### src/rtl/wts_channel_volume_mixer.sv
// wts_channel_volume_mixer: per-frame wavetable channel mixer with envelope and volume scaling.
//   nreset     : asynchronous active-low reset
//   clk        : clock
//   start      : frame request, accepted only while idle
//   busy       : frame in progress
//   ch_req     : channel fetch strobe, ch_sel is the channel index (0 when idle)
//   sram_q     : signed sample, envelope code, reg_volume; all valid 1 cycle after ch_req
//   mix        : saturated signed sum of the frame, updated with the one-cycle mix_valid
//   WTS_VOLUME_RAMP_EN : when defined, each channel's effective volume ramps by 1 per frame toward reg_volume
module wts_channel_volume_mixer #(
    parameter int CH_NUM = 5,
    parameter int WAVE_W = 8,
    parameter int VOL_W  = 4,
    parameter int OUT_W  = 11,
    localparam int SW    = CH_NUM > 1 ? $clog2(CH_NUM) : 1
) (
    input  logic                     nreset,
    input  logic                     clk,
    input  logic                     start,
    output logic                     busy,
    output logic                     ch_req,
    output logic [SW-1:0]            ch_sel,
    input  logic signed [WAVE_W-1:0] sram_q,
    input  logic [7:0]               envelope,
    input  logic [VOL_W-1:0]         reg_volume,
    output logic signed [OUT_W-1:0]  mix,
    output logic                     mix_valid
);
    localparam int CW = $clog2(CH_NUM + 4) + 1;
    localparam int AW = WAVE_W + $clog2(CH_NUM) + 1;
    localparam int XW = AW > OUT_W ? AW : OUT_W;
    localparam int PW = WAVE_W + 8;
    localparam int QW = WAVE_W + VOL_W + 1;
    localparam logic signed [XW-1:0] MAXV = {{(XW-OUT_W+1){1'b0}}, {(OUT_W-1){1'b1}}};
    localparam logic signed [XW-1:0] MINV = ~MAXV;

    typedef enum logic {IDLE, RUN} state_t;
    state_t state_q, state_d;

    logic [CW-1:0]            cnt_q, cnt_d;
    logic                     d1_vld_q, d1_vld_d, w_vld_q, w_vld_d, c_vld_q, c_vld_d;
    logic signed [WAVE_W-1:0] w_q, w_d, c_q, c_d;
    logic [VOL_W-1:0]         v_q, v_d;
    logic signed [AW-1:0]     acc_q, acc_d;
    logic signed [OUT_W-1:0]  mix_q, mix_d;
    logic                     mix_valid_q, mix_valid_d;
    logic signed [PW-1:0]     p, pb;
    logic signed [QW-1:0]     q, qb;
    logic signed [XW-1:0]     sum;
    logic                     last;
`ifdef WTS_VOLUME_RAMP_EN
    logic [SW-1:0]            sel1_q, sel1_d;
    logic [VOL_W-1:0]         vol_q [CH_NUM];
    logic [VOL_W-1:0]         vol_d [CH_NUM];
`endif

    always_ff @(posedge clk or negedge nreset) begin
        if (!nreset) state_q <= IDLE;
        else         state_q <= state_d;
    end

    always_comb begin
        state_d = state_q == IDLE ? (start ? RUN : IDLE) : (mix_valid_q ? IDLE : RUN);
    end

    always_comb begin
        busy   = state_q == RUN;
        ch_req = busy && cnt_q < CW'(CH_NUM);
        ch_sel = ch_req ? SW'(cnt_q) : '0;
    end

    always_comb begin
        cnt_d    = (busy && !mix_valid_q) ? cnt_q + CW'(1) : '0;
        d1_vld_d = ch_req;
        // Envelope and volume scaling truncate toward zero: bias negatives before dropping fraction bits.
        p        = sram_q * $signed({1'b0, envelope[6:0]});
        pb       = p + (p[PW-1] ? PW'(127) : PW'(0));
        w_d      = envelope[7] ? sram_q : pb[PW-2:7];
        w_vld_d  = d1_vld_q;
`ifdef WTS_VOLUME_RAMP_EN
        sel1_d   = ch_sel;
        vol_d    = vol_q;
        v_d      = vol_q[sel1_q];
        if (d1_vld_q)
            vol_d[sel1_q] = vol_q[sel1_q] < reg_volume ? vol_q[sel1_q] + VOL_W'(1) :
                            vol_q[sel1_q] > reg_volume ? vol_q[sel1_q] - VOL_W'(1) : vol_q[sel1_q];
`else
        v_d      = reg_volume;
`endif
        q        = w_q * $signed({1'b0, v_q});
        qb       = q + (q[QW-1] ? QW'({VOL_W{1'b1}}) : QW'(0));
        c_d      = qb[QW-2:VOL_W];
        c_vld_d  = w_vld_q;
        acc_d    = (!busy && start) ? '0 : c_vld_q ? acc_q + AW'(c_q) : acc_q;
        // The last channel's product joins the sum on its way into mix.
        last        = busy && cnt_q == CW'(CH_NUM + 2);
        sum         = XW'(acc_q) + XW'(c_q);
        mix_d       = !last ? mix_q : sum > MAXV ? MAXV[OUT_W-1:0] : sum < MINV ? MINV[OUT_W-1:0] : sum[OUT_W-1:0];
        mix_valid_d = last;
    end

    always_ff @(posedge clk or negedge nreset) begin
        if (!nreset) begin
            cnt_q       <= '0;
            d1_vld_q    <= 1'b0;
            w_vld_q     <= 1'b0;
            c_vld_q     <= 1'b0;
            w_q         <= '0;
            v_q         <= '0;
            c_q         <= '0;
            acc_q       <= '0;
            mix_q       <= '0;
            mix_valid_q <= 1'b0;
`ifdef WTS_VOLUME_RAMP_EN
            sel1_q      <= '0;
            for (int i = 0; i < CH_NUM; i++) vol_q[i] <= '0;
`endif
        end else begin
            cnt_q       <= cnt_d;
            d1_vld_q    <= d1_vld_d;
            w_vld_q     <= w_vld_d;
            c_vld_q     <= c_vld_d;
            w_q         <= w_d;
            v_q         <= v_d;
            c_q         <= c_d;
            acc_q       <= acc_d;
            mix_q       <= mix_d;
            mix_valid_q <= mix_valid_d;
`ifdef WTS_VOLUME_RAMP_EN
            sel1_q      <= sel1_d;
            vol_q       <= vol_d;
`endif
        end
    end

    assign mix       = mix_q;
    assign mix_valid = mix_valid_q;
endmodule

### config.mk
export PLATFORM = sky130hd
export DESIGN_NAME = wts_channel_volume_mixer
export DESIGN_NICKNAME = d
export VERILOG_FILES = /design/src/rtl/wts_channel_volume_mixer.sv
export SDC_FILE = /design/constraint.sdc
export NUM_CORES = 1
export LEC_CHECK = 0
export CORE_MARGIN = 2
export CORE_UTILIZATION = 45
export CTS_BUF_LIST = sky130_fd_sc_hd__clkbuf_16
export DETAILED_ROUTE_END_ITERATION = 8
export PLACE_DENSITY = 0.7
export SLEW_MARGIN = 20
export SYNTH_ARGS = -nofsm -noshare
export SYNTH_HDL_FRONTEND = slang
export SYNTH_SLANG_ARGS = --single-unit
### constraint.sdc
create_clock -name clk -period 6.24 [get_ports clk]
set_input_delay 0.624 -clock clk [delete_from_list [all_inputs] [get_ports clk]]
set_output_delay 0.624 -clock clk [all_outputs]
set_load 0.01 [all_outputs]
==> flow_summary_export.csv, run 1 <==
group,metric,value,unit
global_routing,antenna_found_initial,0,
die,initial_core_util,0.464,
drt,via_per_inst,5.08,
clocking,cts_buffers,5,
synthesis,synth-edff-count,0,
clocking,cts_tree,"built",
clocking,cts_root_buffer,"clkbuf_16",
place,routabilityCongestion,0.888,
worst_setup_path,critPathKind,"in2reg",
worst_setup_path,worstPathRequired,6430,ps
clocking,clk_latency,300,ps
sta,clock.fmax,166,MHz
synthesis,synth_cells,764,
worst_setup_path,timing.rr.start,"v_q[3]",
synthesis,synth_area,6800,um^2
synthesis,async_reset_ff_frac,1.00,
synthesis,yosysSeqAreaShare,0.195,
run_status,outcome,"completed",
final_layout,n_antenna_cell,0,
synthesis,syn_area_per_cell,8.90,um^2
worst_setup_path,reg2reg_depth,22,
die,die-area,16100,um^2
clocking,clock_sinks,53,
die,io_pins,40,
worst_hold_path,worstHoldStart,"c_vld_d",
global_routing,grtUsageTotal,0.178,
drt,drc,0,
final_layout,multi_input_area,4920,um^2
sta,relSlewSlack,0.416,
clocking,clk_pin_slew_worst_paths,70,ps
drt,routedWlPerCell,13.1,um
sta,fin_skew,2.11,ps
final_layout,ff_latch_area,1330,um^2
sta,tightest_slew,873,ps
worst_setup_path,r2r_end,"c_q[5]",
worst_hold_path,worstHoldEndpoint,"c_vld_q",
drt,antenna_left,0,
synthesis,ys_ff_latch,53,
drt,vias,5246,
clocking,htree_num_levels,2,
sta,drv_slew,0,
synthesis,synth_fp_nets,925,
clocking,cts_hold_buffers,0,
synthesis,ys.flop_type,"dfrtp_1",
global_routing,gr-total-overflow,0,
die,chipHeight,127,um
die,core_region_area,14600,um^2
die,row_count,44,
sta,min_period_over_period,0.966,
global_routing,grt_pass1_vias,5049,
place,port_buffers,39,
final_layout,fin_cells,1032,
place,hpwl,11.4,mm
drt,routed_wl,13.5,mm
sta,hold_viol,0,
worst_setup_path,cp-end-kind,"register",
sta,final-setup-viol-count,0,
worst_setup_path,cp-start-kind,"input pin",
flow_run,maxCapViolations,0,
sta,period_needed,6030,ps
worst_setup_path,arrival,6210,ps
clocking,cts_max_path_buffers,2,
drt,drt_iter0_drc,241,
global_routing,grt_pass1_wl,23.6,mm
final_layout,area.growth.synth_to_final,15.9,%
drt,drtPass1Iterations,4,
worst_hold_path,min_path_type,"reg2reg",
global_routing,grt_max_degree,54,
final_layout,drive_gt1_frac,0.0837,
final_layout,n_fill_cell,1354,
worst_setup_path,crit_path_max_fanout,4,
place,dp_cells,1025,
final_layout,nets,1009,
synthesis,ys.warnings.count,0,
worst_setup_path,reg2reg_slack,530,ps
die,die_w,127,um
synthesis,synth.distinct_cells,65,
worst_hold_path,hold_path_depth,0,
## repair_timing
action / 4_1_cts / 5_1_grt
buffers inserted: 0 / 0
endpoints found under the setup margin: 0 / 7
gates resized for setup: 0 / 8
## layout by cell type, fill, tap and decap left out, types with 6 or more instances in the layout
cell             count
ha_1                74
clkdlybuf4s50_1     34
xnor2_1             26
nand2_1             61
a21o_1              11
dfrtp_1             53
nand3_1             12
fa_1                63
mux2i_1              8
nand4_1             10
nor2_1              38
xor2_1              15
nand2b_1             6
a21oi_1             25
nor2b_1              6
o21a_1               8
nor3_1              14
a211oi_1             7
and3_1               6
buf_4               44
inv_1              143
o211ai_1             7
o21ai_0             23
and2_1              71
## cell usage after synthesis (8+ instances only)
master / instances / area, um^2
nor3_1: 14 / 70.1
nand3_1: 12 / 60.1
xnor2_1: 27 / 236
o21ai_0: 24 / 120
inv_1: 143 / 537
a21o_1: 11 / 82.6
nand4_1: 10 / 62.6
nor2_1: 38 / 143
o21a_1: 8 / 60.1
nand2_1: 61 / 229
fa_1: 64 / 1280
ha_1: 74 / 926
dfrtp_1: 53 / 1330
mux2i_1: 8 / 80.1
and2_1: 71 / 444
xor2_1: 15 / 131
a21oi_1: 26 / 130
## final cells by class
type	count	share of cell area
Multi-Input combinational cell	562	0.625
Clock buffer	5	0.0159
Timing Repair Buffer	83	0.0921
Clock inverter	2	0.00143
Inverter	143	0.0681
Sequential cell	53	0.168
Tap cell	184	0.0292
## registers in the layout (all words and copies together) (netlist names), 4 cells and up
name and cells:
c_q 8, acc_q 12, v_q 4, cnt_q 5, mix 11, w_q 8
## metrics by stage
stage          utilization  cell area, um^2  hold slack (ps)  setup WS [ps]  setup TNS (ps)
2_1_floorplan            -             6800              328            549               0
3_3_place_gp         0.527             7720              331          -48.4           -48.4
3_5_place_dp         0.527             7720              336           -158            -248
4_1_cts              0.536             7850              355            149               0
5_1_grt              0.538             7880              363          -2.59           -2.59
6_report             0.538             7880              350            214               0
## critical path: stages
cell	delay (ps)
clkdlybuf4s50_1	480
and2_1	210
fa_1	490
inv_1	50
fa_1	470
inv_1	50
fa_1	540
inv_1	60
fa_1	520
inv_1	40
ha_1	290
o21ai_1	90
o21ai_2	160
a31oi_4	120
o21a_4	240
xnor2_2	140
ha_1	300
a21o_1	130
a31oi_1	100
o211ai_1	130
o21ai_2	110
nor4b_2	330
xnor3_1	250
mux2_2	260
## layer usage
metal / up-vias / wire length (um) / global-route usage / part of all wire
met2: 56 / 6450 / 0.301 / 0.48
met1: 2487 / 6560 / 0.245 / 0.49
met3: 10 / 315 / 0.0261 / 0.023
met4: 0 / 145 / 0.0336 / 0.011
met5: - / 0 / 0 / 0
li1: 2693 / - / - / -
## how the worst max path moves through the flow
stage / start / to / slack, ps / cells past startpoint
after floorplan: sram_q[3] / w_q[7] / 550 / 23
after global placement: envelope[3] / w_q[7] / -50 / 24
after detailed placement: envelope[4] / w_q[7] / -160 / 23
after CTS: envelope[4] / w_q[7] / 150 / 24
after global routing: sram_q[4] / w_q[7] / -3 / 24
final: sram_q[4] / w_q[7] / 210 / 24
## cells by family after synthesis
logic type,Yosys count,synth area share
AND/OR/NAND/NOR,240,0.184
buffers and inverters,149,0.0828
adder cells (fa/ha/maj),138,0.325
AO/OA/AOI/OAI,129,0.134
flip-flops,53,0.195
XOR/XNOR,45,0.0641
multiplexers,10,0.0151
Power of run 1 is not shown: default switching activity piles up to over one toggle a cycle in this logic, so the estimate is an artifact.
==> run 2: changes to the inputs <==
PLACE_DENSITY = 0.61   (was 0.7)
==> run 2 against run 1 <==
Net effect:
- routed wire length increased by 10%
- global-route usage is 2.0 points higher
- critical path depth decreased by 2
- register-to-register slack got worse by 110 ps
- fmax increased by 1.7%
- sequential share of layout area fell by 0.098 points
- clock skew up 4.7 ps
- setup slack improved by 100 ps
==> flow_summary_export.csv, run 2 (synthesis results as in run 1) <==
group,metric,value,unit
run_status,outcome,"completed",
final_layout,nets,1012,
final_layout,largest_register_ffs,12,
die,die_w,127,um
drt,drtPass1Iterations,4,
drt,vias,5457,
sta,rsz0062_at_grt,"no",
global_routing,grt_max_degree,54,
place,routabilityCongestion,0.847,
sta,final-setup-viol-count,0,
worst_hold_path,hold_path_depth,0,
clocking,htree_num_levels,2,
die,core_region_area,14600,um^2
drt,antenna_left,0,
worst_setup_path,arrival,6110,ps
drt,drt_iter0_drc,304,
sta,fin_skew,6.82,ps
sta,drv_slew,0,
global_routing,grtUsageTotal,0.198,
die,die-area,16100,um^2
clocking,cts_tree,"built",
clocking,cts_hold_buffers,0,
die,io_pins,40,
die,initial_core_util,0.464,
sta,relSlewSlack,0.458,
worst_setup_path,worstPathRequired,6430,ps
clocking,cts_root_buffer,"clkbuf_16",
drt,routedWlPerCell,14.3,um
sta,min_period_over_period,0.949,
sta,clock.fmax,169,MHz
die,chipHeight,127,um
final_layout,n_antenna_cell,0,
worst_setup_path,crit_path_max_fanout,7,
clocking,cts_buffers,5,
place,hpwl,12.9,mm
clocking,clk_latency,300,ps
final_layout,final_common_cell,"inv_1",
sta,period_needed,5920,ps
sta,hold_viol,0,
sta,tightest_slew,810,ps
worst_setup_path,critPathKind,"in2reg",
final_layout,drive_gt1_frac,0.0904,
clocking,clk_pin_slew_worst_paths,70,ps
die,row_count,44,
drt,routed_wl,14.8,mm
worst_setup_path,cp-end-kind,"register",
global_routing,gr-total-overflow,0,
sta,tns,0,ps
flow_run,maxCapViolations,0,
clocking,clock_sinks,53,
worst_hold_path,min_path_type,"reg2reg",
global_routing,antenna_found_initial,0,
clocking,cts_max_path_buffers,2,
global_routing,grt_pass1_wl,26.2,mm
final_layout,layout_common_cells,"inv_1, ha_1, and2_1, fa_1, nand2_1",
global_routing,grt_pass1_vias,5849,
drt,drc,0,
place,port_buffers,39,
final_layout,largest_register,"acc_q",
drt,via_per_inst,5.27,
worst_setup_path,cp-start-kind,"input pin",
final_layout,utilization,0.541,
final_layout,area.growth.synth_to_final,16.6,%
worst_setup_path,reg2reg_depth,22,
run 2: final timing paths:
check	slack [ps]	startpoint	endpoint
max	320	sram_q[3]	w_q[7]
max reg2reg	420	v_q[2]	c_q[5]
min in group asynchronous	430	nreset	mix[4]
min reg2reg	350	d1_vld_q	c_vld_d
min	350	d1_vld_q	c_vld_d
max in group asynchronous	5370	nreset	cnt_q[4]
run 2: critical path, stage by stage:
cell and delay, ps:
clkdlybuf4s50_1 410, buf_4 180, and2_1 170, fa_1 390
fa_1 560, inv_1 50, fa_1 470, fa_1 550
inv_1 40, ha_1 290, o21ai_1 90, o21ai_2 190
a31oi_4 110, o21a_4 240, xnor2_2 140, ha_2 340
a21o_1 110, a211oi_1 80, nand4b_1 240, nor4b_2 300
xnor3_1 260, mux2_2 270
run 2: per-stage QoR:
| step | worst slack [ps] | area [um^2] | instances | hold WS (ps) |
|---|---|---|---|---|
| after global placement | -79.5 | 7740 | 1028 | 339 |
| final | 317 | 7920 | 1036 | 351 |
| after detailed placement | -252 | 7740 | 1028 | 337 |
| after floorplan | 549 | 6800 | 764 | 328 |
| after CTS | 78.8 | 7890 | 1036 | 355 |
| after global routing | 1.92 | 7920 | 1036 | 360 |
run 2: timing repair:
item                       4_1_cts  5_1_grt
gates resized for setup          0       11
buffers inserted                 0        0
setup endpoints to repair        0        7
run 2: layout make-up:
| cell class | count | area (um^2) |
|---|---|---|
| fillers | 1378 | 6720 |
| multi-input cells | 562 | 4920 |
| flip-flops and latches | 53 | 1330 |
| repair buffers | 86 | 753 |
| inverters | 143 | 537 |
| well taps | 184 | 230 |
| clock buffers | 5 | 125 |
| clock inverters | 3 | 28.8 |
run 2: per-layer routing:
metal | wire length [um] | global-route usage | vias up
met3 | 332 | 0.0228 | 23
met1 | 6330 | 0.231 | 2661
met2 | 7800 | 0.378 | 69
li1 | - | - | 2704
met5 | 0 | 0 | -
met4 | 356 | 0.0621 | 0
Power of run 2 is left out for the same reason.
